--- src/rtl/char_pkg.sv ---
// rtl/char_pkg.sv - shared code map, font geometry and character code type
package char_pkg;

  localparam int CODE_W = 6;

  localparam logic [CODE_W-1:0] CODE_BLANK  = 6'd0;
  localparam logic [CODE_W-1:0] CODE_DIGIT0 = 6'd1;
  localparam logic [CODE_W-1:0] CODE_A      = 6'd11;
  localparam logic [CODE_W-1:0] CODE_MAX    = 6'd36;

  localparam int FONT_W = 5;
  localparam int FONT_H = 8;

  typedef logic [CODE_W-1:0] char_code_t;

endpackage

--- src/rtl/glyph_rom.sv ---
// rtl/glyph_rom.sv - combinational 5x8 font; row 0 is the top row, bit 4 the leftmost column
module glyph_rom
  import char_pkg::*;
(
  input  char_code_t        i_code,
  input  logic [2:0]        i_row,
  output logic [FONT_W-1:0] o_bits
);

  logic [FONT_W*FONT_H-1:0] w_glyph;

  // Each glyph is eight 5-bit rows packed top row first.
  always_comb begin
    w_glyph = '0;
    case (i_code)
      6'd1:  w_glyph = 40'b01110_10001_10011_10101_11001_10001_10001_01110;
      6'd2:  w_glyph = 40'b00100_01100_00100_00100_00100_00100_00100_01110;
      6'd3:  w_glyph = 40'b01110_10001_00001_00010_00100_01000_10000_11111;
      6'd4:  w_glyph = 40'b11111_00010_00100_00010_00001_00001_10001_01110;
      6'd5:  w_glyph = 40'b00010_00110_01010_10010_11111_00010_00010_00010;
      6'd6:  w_glyph = 40'b11111_10000_11110_00001_00001_00001_10001_01110;
      6'd7:  w_glyph = 40'b00110_01000_10000_11110_10001_10001_10001_01110;
      6'd8:  w_glyph = 40'b11111_00001_00010_00100_01000_01000_01000_01000;
      6'd9:  w_glyph = 40'b01110_10001_10001_01110_10001_10001_10001_01110;
      6'd10: w_glyph = 40'b01110_10001_10001_01111_00001_00001_00010_01100;
      6'd11: w_glyph = 40'b01110_10001_10001_10001_11111_10001_10001_10001;
      6'd12: w_glyph = 40'b11110_10001_10001_11110_10001_10001_10001_11110;
      6'd13: w_glyph = 40'b01110_10001_10000_10000_10000_10000_10001_01110;
      6'd14: w_glyph = 40'b11110_10001_10001_10001_10001_10001_10001_11110;
      6'd15: w_glyph = 40'b11111_10000_10000_11110_10000_10000_10000_11111;
      6'd16: w_glyph = 40'b11111_10000_10000_11110_10000_10000_10000_10000;
      6'd17: w_glyph = 40'b01110_10001_10000_10111_10001_10001_10001_01111;
      6'd18: w_glyph = 40'b10001_10001_10001_11111_10001_10001_10001_10001;
      6'd19: w_glyph = 40'b01110_00100_00100_00100_00100_00100_00100_01110;
      6'd20: w_glyph = 40'b00111_00010_00010_00010_00010_00010_10010_01100;
      6'd21: w_glyph = 40'b10001_10010_10100_11000_10100_10010_10001_10001;
      6'd22: w_glyph = 40'b10000_10000_10000_10000_10000_10000_10000_11111;
      6'd23: w_glyph = 40'b10001_11011_10101_10101_10001_10001_10001_10001;
      6'd24: w_glyph = 40'b10001_10001_11001_10101_10011_10001_10001_10001;
      6'd25: w_glyph = 40'b01110_10001_10001_10001_10001_10001_10001_01110;
      6'd26: w_glyph = 40'b11110_10001_10001_11110_10000_10000_10000_10000;
      6'd27: w_glyph = 40'b01110_10001_10001_10001_10001_10101_10010_01101;
      6'd28: w_glyph = 40'b11110_10001_10001_11110_10100_10010_10001_10001;
      6'd29: w_glyph = 40'b01111_10000_10000_01110_00001_00001_00001_11110;
      6'd30: w_glyph = 40'b11111_00100_00100_00100_00100_00100_00100_00100;
      6'd31: w_glyph = 40'b10001_10001_10001_10001_10001_10001_10001_01110;
      6'd32: w_glyph = 40'b10001_10001_10001_10001_10001_10001_01010_00100;
      6'd33: w_glyph = 40'b10001_10001_10001_10101_10101_10101_10101_01010;
      6'd34: w_glyph = 40'b10001_10001_01010_00100_01010_10001_10001_10001;
      6'd35: w_glyph = 40'b10001_10001_01010_00100_00100_00100_00100_00100;
      6'd36: w_glyph = 40'b11111_00001_00010_00100_01000_10000_10000_11111;
      default: w_glyph = '0;
    endcase
    o_bits = w_glyph[(FONT_W*FONT_H-1) - FONT_W*int'(i_row) -: FONT_W];
  end

endmodule

--- src/rtl/char_string_renderer.sv ---
// rtl/char_string_renderer.sv - 2-cycle pipelined string renderer with frame-synchronous commit
// Optional blink of masked cells is built when CHAR_BLINK_EN is defined.
module char_string_renderer
  import char_pkg::*;
#(
  parameter int N_CHARS      = 4,
  parameter int CODE_W       = char_pkg::CODE_W,
  parameter int SCALE        = 5,
  parameter int GAP          = 5,
  parameter int BLINK_FRAMES = 30
) (
  input  logic                      clk,
  input  logic                      rst_n,
  input  logic [9:0]                x,
  input  logic [9:0]                y,
  input  logic [9:0]                start_x,
  input  logic [9:0]                start_y,
  input  logic                      frame_start,
  input  logic                      load,
  input  logic [N_CHARS*CODE_W-1:0] codes,
  input  logic [N_CHARS-1:0]        blink_mask,
  output logic                      pending,
  output logic                      display
);

  localparam int PITCH  = FONT_W*SCALE + GAP;
  localparam int BOX_W  = N_CHARS*PITCH - GAP;
  localparam int BOX_H  = FONT_H*SCALE;
  localparam int CELL_W = (N_CHARS > 1) ? $clog2(N_CHARS) : 1;

  logic [N_CHARS*CODE_W-1:0] r_active;
  logic [N_CHARS*CODE_W-1:0] r_shadow;
  logic                      r_pending;

  always_ff @(posedge clk or negedge rst_n) begin
    if (!rst_n) begin
      r_active  <= '0;
      r_shadow  <= '0;
      r_pending <= 1'b0;
    end else if (load && frame_start) begin
      r_active  <= codes;
      r_shadow  <= codes;
      r_pending <= 1'b0;
    end else if (load) begin
      r_shadow  <= codes;
      r_pending <= 1'b1;
    end else if (frame_start && r_pending) begin
      r_active  <= r_shadow;
      r_pending <= 1'b0;
    end
  end

  assign pending = r_pending;

  // Widen to 11 bits so a box running past column 1023 never wraps back to x=0.
  logic [10:0] w_dx, w_dy, w_cx, w_cell_q, w_row_q, w_col_q;
  logic        w_inside, w_gap;

  assign w_dx     = {1'b0, x} - {1'b0, start_x};
  assign w_dy     = {1'b0, y} - {1'b0, start_y};
  assign w_inside = (x >= start_x) && (y >= start_y) &&
                    (w_dx < 11'(BOX_W)) && (w_dy < 11'(BOX_H));
  assign w_cell_q = w_dx / 11'(PITCH);
  assign w_cx     = w_dx % 11'(PITCH);
  assign w_row_q  = w_dy / 11'(SCALE);
  assign w_col_q  = w_cx / 11'(SCALE);
  assign w_gap    = (w_cx >= 11'(FONT_W*SCALE));

  logic              r_inside, r_gap;
  logic [CELL_W-1:0] r_cell;
  logic [2:0]        r_row, r_col;

  always_ff @(posedge clk or negedge rst_n) begin
    if (!rst_n) begin
      r_inside <= 1'b0;
      r_gap    <= 1'b0;
      r_cell   <= '0;
      r_row    <= '0;
      r_col    <= '0;
    end else begin
      r_inside <= w_inside;
      r_gap    <= w_gap;
      r_cell   <= w_cell_q[CELL_W-1:0];
      r_row    <= w_row_q[2:0];
      r_col    <= w_col_q[2:0];
    end
  end

  logic [CODE_W-1:0] w_code;
  logic [FONT_W-1:0] w_bits;
  logic              w_pix;
  logic              w_blink_ok;

  assign w_code = r_active[int'(r_cell)*CODE_W +: CODE_W];

  glyph_rom u_glyph_rom (
    .i_code (char_code_t'(w_code)),
    .i_row  (r_row),
    .o_bits (w_bits)
  );

  assign w_pix = (r_col <= 3'd4) ? w_bits[3'd4 - r_col] : 1'b0;

`ifdef CHAR_BLINK_EN
  localparam int BCNT_W = (BLINK_FRAMES > 1) ? $clog2(BLINK_FRAMES) : 1;

  logic [BCNT_W-1:0] r_bcnt;
  logic              r_phase;

  always_ff @(posedge clk or negedge rst_n) begin
    if (!rst_n) begin
      r_bcnt  <= '0;
      r_phase <= 1'b1;
    end else if (frame_start) begin
      if (r_bcnt == BCNT_W'(BLINK_FRAMES-1)) begin
        r_bcnt  <= '0;
        r_phase <= ~r_phase;
      end else begin
        r_bcnt <= r_bcnt + 1'b1;
      end
    end
  end

  assign w_blink_ok = ~blink_mask[r_cell] | r_phase;

  logic w_unused;
  assign w_unused = &{1'b0, w_cell_q, w_row_q[10:3], w_col_q[10:3]};
`else
  assign w_blink_ok = 1'b1;

  logic w_unused;
  assign w_unused = &{1'b0, w_cell_q, w_row_q[10:3], w_col_q[10:3], blink_mask};
`endif

  logic r_display;

  always_ff @(posedge clk or negedge rst_n) begin
    if (!rst_n) r_display <= 1'b0;
    else        r_display <= r_inside & ~r_gap & w_pix & w_blink_ok;
  end

  assign display = r_display;

endmodule

--- config.mk ---
export PLATFORM = sky130hd
export DESIGN_NAME = char_string_renderer
export DESIGN_NICKNAME = d
export VERILOG_FILES = /design/src/rtl/char_pkg.sv /design/src/rtl/glyph_rom.sv /design/src/rtl/char_string_renderer.sv
export SDC_FILE = /design/constraint.sdc
export NUM_CORES = 1
export LEC_CHECK = 0
export ABC_AREA = 1
export BUFFER_PORTS_ARGS = -buffer_cell sky130_fd_sc_hd__buf_4
export CORE_ASPECT_RATIO = 1.1
export CORE_UTILIZATION = 45
export CTS_CLUSTER_SIZE = 20
export DETAILED_ROUTE_END_ITERATION = 8
export GPL_TIMING_DRIVEN = 0
export PLACE_DENSITY = 0.72
export SETUP_SLACK_MARGIN = 0.2
export SYNTH_ARGS = -nofsm -noshare
export SYNTH_HDL_FRONTEND = slang
export SYNTH_HIERARCHICAL = 1
export SYNTH_SLANG_ARGS = --single-unit
--- constraint.sdc ---
create_clock -name clk -period 3.45 [get_ports clk]
set_input_delay 0.345 -clock clk [delete_from_list [all_inputs] [get_ports clk]]
set_output_delay 0.345 -clock clk [all_outputs]
set_load 0.02 [all_outputs]
==> results.cfg <==
[global_routing]
final_global_route_overflow_total = 0
grt_antenna_before_repair = 0
grt_usage_pct = 32.5
first_pass_grt_wire_length_mm = 51.0
grt_util_met1_pct = 39.6
grt.busiest_layer = met2
grt_max_degree = 61
grt_use_met3_pct = 3.02
first_global_vias = 10274
globalRouteMet2Util_pct = 57.3

[yosys]
number_of_flops_mapped_to_enable_cells_by_yosys = 0
post_synth_fa_ha_maj_area_fraction_pct = 6.46
yosys.area_share.simple_pct = 52.3
synth_area_um2 = 8560
yosysTopAreaCellShare_pct = 22.9
synthesized_area_fraction_occupied_by_ao_oa_aoi_and_oai_cells_pct = 10.5
synth_seq_cells = 60
synth_top_family_by_area = simple AND/OR/NAND/NOR gates
synth.avg_cell_area_um2 = 5.79
synth.top_cells.by_area = sky130_fd_sc_hd__nand2_1, sky130_fd_sc_hd__dfrtp_1, sky130_fd_sc_hd__nand3_1
synth_top_cell_by_area = sky130_fd_sc_hd__nand2_1
post_synth_num_cell_types = 54
post_synth_xor_area_fraction_pct = 2.12
yosys-mux-area-fraction_pct = 0
syn_inst = 1479
postSynth.asyncResetShare_pct = 100
ys.flop_type = sky130_fd_sc_hd__dfrtp_1
synth-warning-count = 6
synth_fp_nets = 1594
synth-seq-area-share_pct = 17.5

[worst_setup_path]
cp.required_ps = 3650
critical_path.most_common_cell = sky130_fd_sc_hd__nand2_2
reg2reg_setup_slack_ps = -120
worst-r2r-cell-count = 25
critical-path-slowest-cell = sky130_fd_sc_hd__fa_2
cp-start-kind = primary input
crit-reg2reg-capture = display
timing.rr.start = r_row[2]
critical_path_peak_fanout = 8
critPathKind = in -> reg
worst_setup_path_end_kind = flop
worst-endpoint-arrival_ps = 5630
timing.critical_path.slowest_cell_delay_ps = 360

[finish]
diodes = 0
area_taken_by_flip_flops_and_latches_um2 = 1500
finish.net_count = 1783
layout-area-overhead-vs-synth_pct = 41.0
layout-drive-gt1-share_pct = 34.2
post-route-cell-area_um2 = 12100
post-route-util_pct = 65.1
nFillCells = 1640
multiInputGateArea_um2 = 7420

[drt]
drt_iter0_markers = 973
dr_vias_cell = 5.80
route.final.wire_length_mm = 33.7
detailedRoute.firstPassIterationCount = 7
wire_per_inst_um = 17.6
via_count_of_the_routed_design = 11107
post-route-drc-count = 0
final_antenna_net_count = 0

[status]
outcome = finished, violations left
failing_checks = negative setup slack

[floorplanning]
width_of_the_die_um = 133
initial_utilization_pct = 46.2
die_h_um = 147
placeableCoreArea_um2 = 18500
placementRows = 52
floorplan.io_pins = 74
die-area_um2 = 19600

[timing]
timing_max_transition_violations_final = 0
final-hold-violation-count = 0
final-setup-viol-count = 10
layout_worst_path_cycle_share_pct = 157
clock-skew-final_ps = 9.01
finalCriticalPeriod_ps = 5430
tightest_slew_ps = 785
worst_slack_ps = -1980
timing.setup.tns_ps = -11440
unrepaired_setup_endpoints_after_global_routing = yes
maxSlewHeadroom_pct = 47.7
hold_ws_ps = 96.3
fmax_ghz = 0.184

[place]
io_buffers = 68
placedInstanceArea_um2 = 9700
globalplace.congestion = 0.982
hpwl_mm = 22.9

[clocking]
cts-buffers-inserted = 9
h_tree_depth_reported_by_cts = 3
cts_buffer_depth = 2
clk_pin_slew_ps = 50
cts_tree = built
clkSinkCount = 60
worst_skew_pair.late_latency_ps = 330
clk_root_buffer_cell = sky130_fd_sc_hd__clkbuf_16

[min_path]
holdCritPathClass = in -> async

[run]
drv.max_cap_violation_count = 0
-- cells in the final DEF (no fill, tap or decap), drive strengths merged --
cell type	Yosys	final
o21ai	72	72
nand3	257	257
and3	1	1
a31oi	10	10
fa	2	2
a21o	1	1
xnor2	3	3
o21a	1	1
nor3	3	3
and2	2	2
nor4b	1	1
a21boi	2	2
o211ai	6	6
clkinv	3	5
dfrtp	60	60
o22ai	8	8
nor2	99	99
nand3b	7	7
inv	161	160
nor4	2	2
clkbuf	23	34
buf	32	210
o221ai	1	1
o21bai	6	6
o2111ai	1	1
bufinv	0	2
clkinvlp	0	2
ha	41	41
o31ai	1	1
or2	4	4
a211oi	1	1
a21oi	42	42
xor2	16	16
nand2	569	569
nand4	41	41
-- flip-flops by register name, summed over array words and instances, names as in the netlist --
signal	cells
r_gap	1
pending	1
r_cell	2
r_col	3
r_active	24
r_shadow	24
r_row	3
r_inside	1
display	1
-- worst max-delay path: cells and delay by family --
kind	cells	cell delay (ps)
and+or+nand+nor	31	3150
AOI/OAI and AO/OA	6	920
adders and majority gates	4	820
buffers and inverters	6	360
-- routing by layer --
layer | part of all wire (%) | routed length, um
met3 | 5.5 | 1850
met4 | 6.4 | 2140
met5 | 0 | 0
met1 | 39 | 13300
met2 | 49 | 16400
-- stage by stage --
step | cells | worst slack (ps)
2_1_floorplan | 1479 | -1690
3_3_place_gp | 1790 | -2310
3_5_place_dp | 1790 | -2420
4_1_cts | 1880 | -1540
5_1_grt | 1916 | -2370
6_report | 1916 | -1980
-- worst max-delay path by stage --
stage / end / slack (ps) / startpoint
floorplan: r_col[0] / -1690 / x[0]
global placement: r_col[0] / -2310 / x[0]
global route: r_col[0] / -2370 / x[0]
finish: r_col[0] / -1980 / x[0]
detailed placement: r_col[0] / -2420 / x[0]
CTS: r_col[0] / -1540 / x[0]
-- cell type report --
class	instances	area share, %
buffer	55	3.22
sequential	60	12.5
timing repair buffer	178	11.9
tap	243	2.52
clock inverter	5	0.705
inverter	164	5.72
multi-input combinational	1200	61.5
clock buffer	11	1.93
-- cells in the mapped netlist (13+ instances only) --
cell	instances
sky130_fd_sc_hd__xor2_1	14
sky130_fd_sc_hd__nand2_2	45
sky130_fd_sc_hd__a21oi_1	39
sky130_fd_sc_hd__nand4_1	40
sky130_fd_sc_hd__clkbuf_1	23
sky130_fd_sc_hd__nand3_1	240
sky130_fd_sc_hd__inv_1	145
sky130_fd_sc_hd__inv_2	14
sky130_fd_sc_hd__dfrtp_1	60
sky130_fd_sc_hd__nor2_1	87
sky130_fd_sc_hd__nand2_1	522
sky130_fd_sc_hd__o21ai_1	22
sky130_fd_sc_hd__ha_1	41
sky130_fd_sc_hd__o21ai_0	44
sky130_fd_sc_hd__nand3_2	13
-- kinds of logic (layout without fill, tap and decap cells) --
kind of cell | count (synthesis) | after routing
compound gates | 152 | 152
fa+ha+maj | 43 | 43
xor+xnor | 19 | 19
buf+inv | 219 | 413
simple gates | 986 | 986
flops | 60 | 60
-- what timing repair did --
item,CTS,global route
pin swaps,114,113
setup buffers,73,36
hold buffers,0,0
gates cloned,1,0
endpoints found under the setup margin,10,10
gates resized for setup,159,146
Power is not shown: default switching activity piles up to over one toggle a cycle in this logic, so the estimate is an artifact.
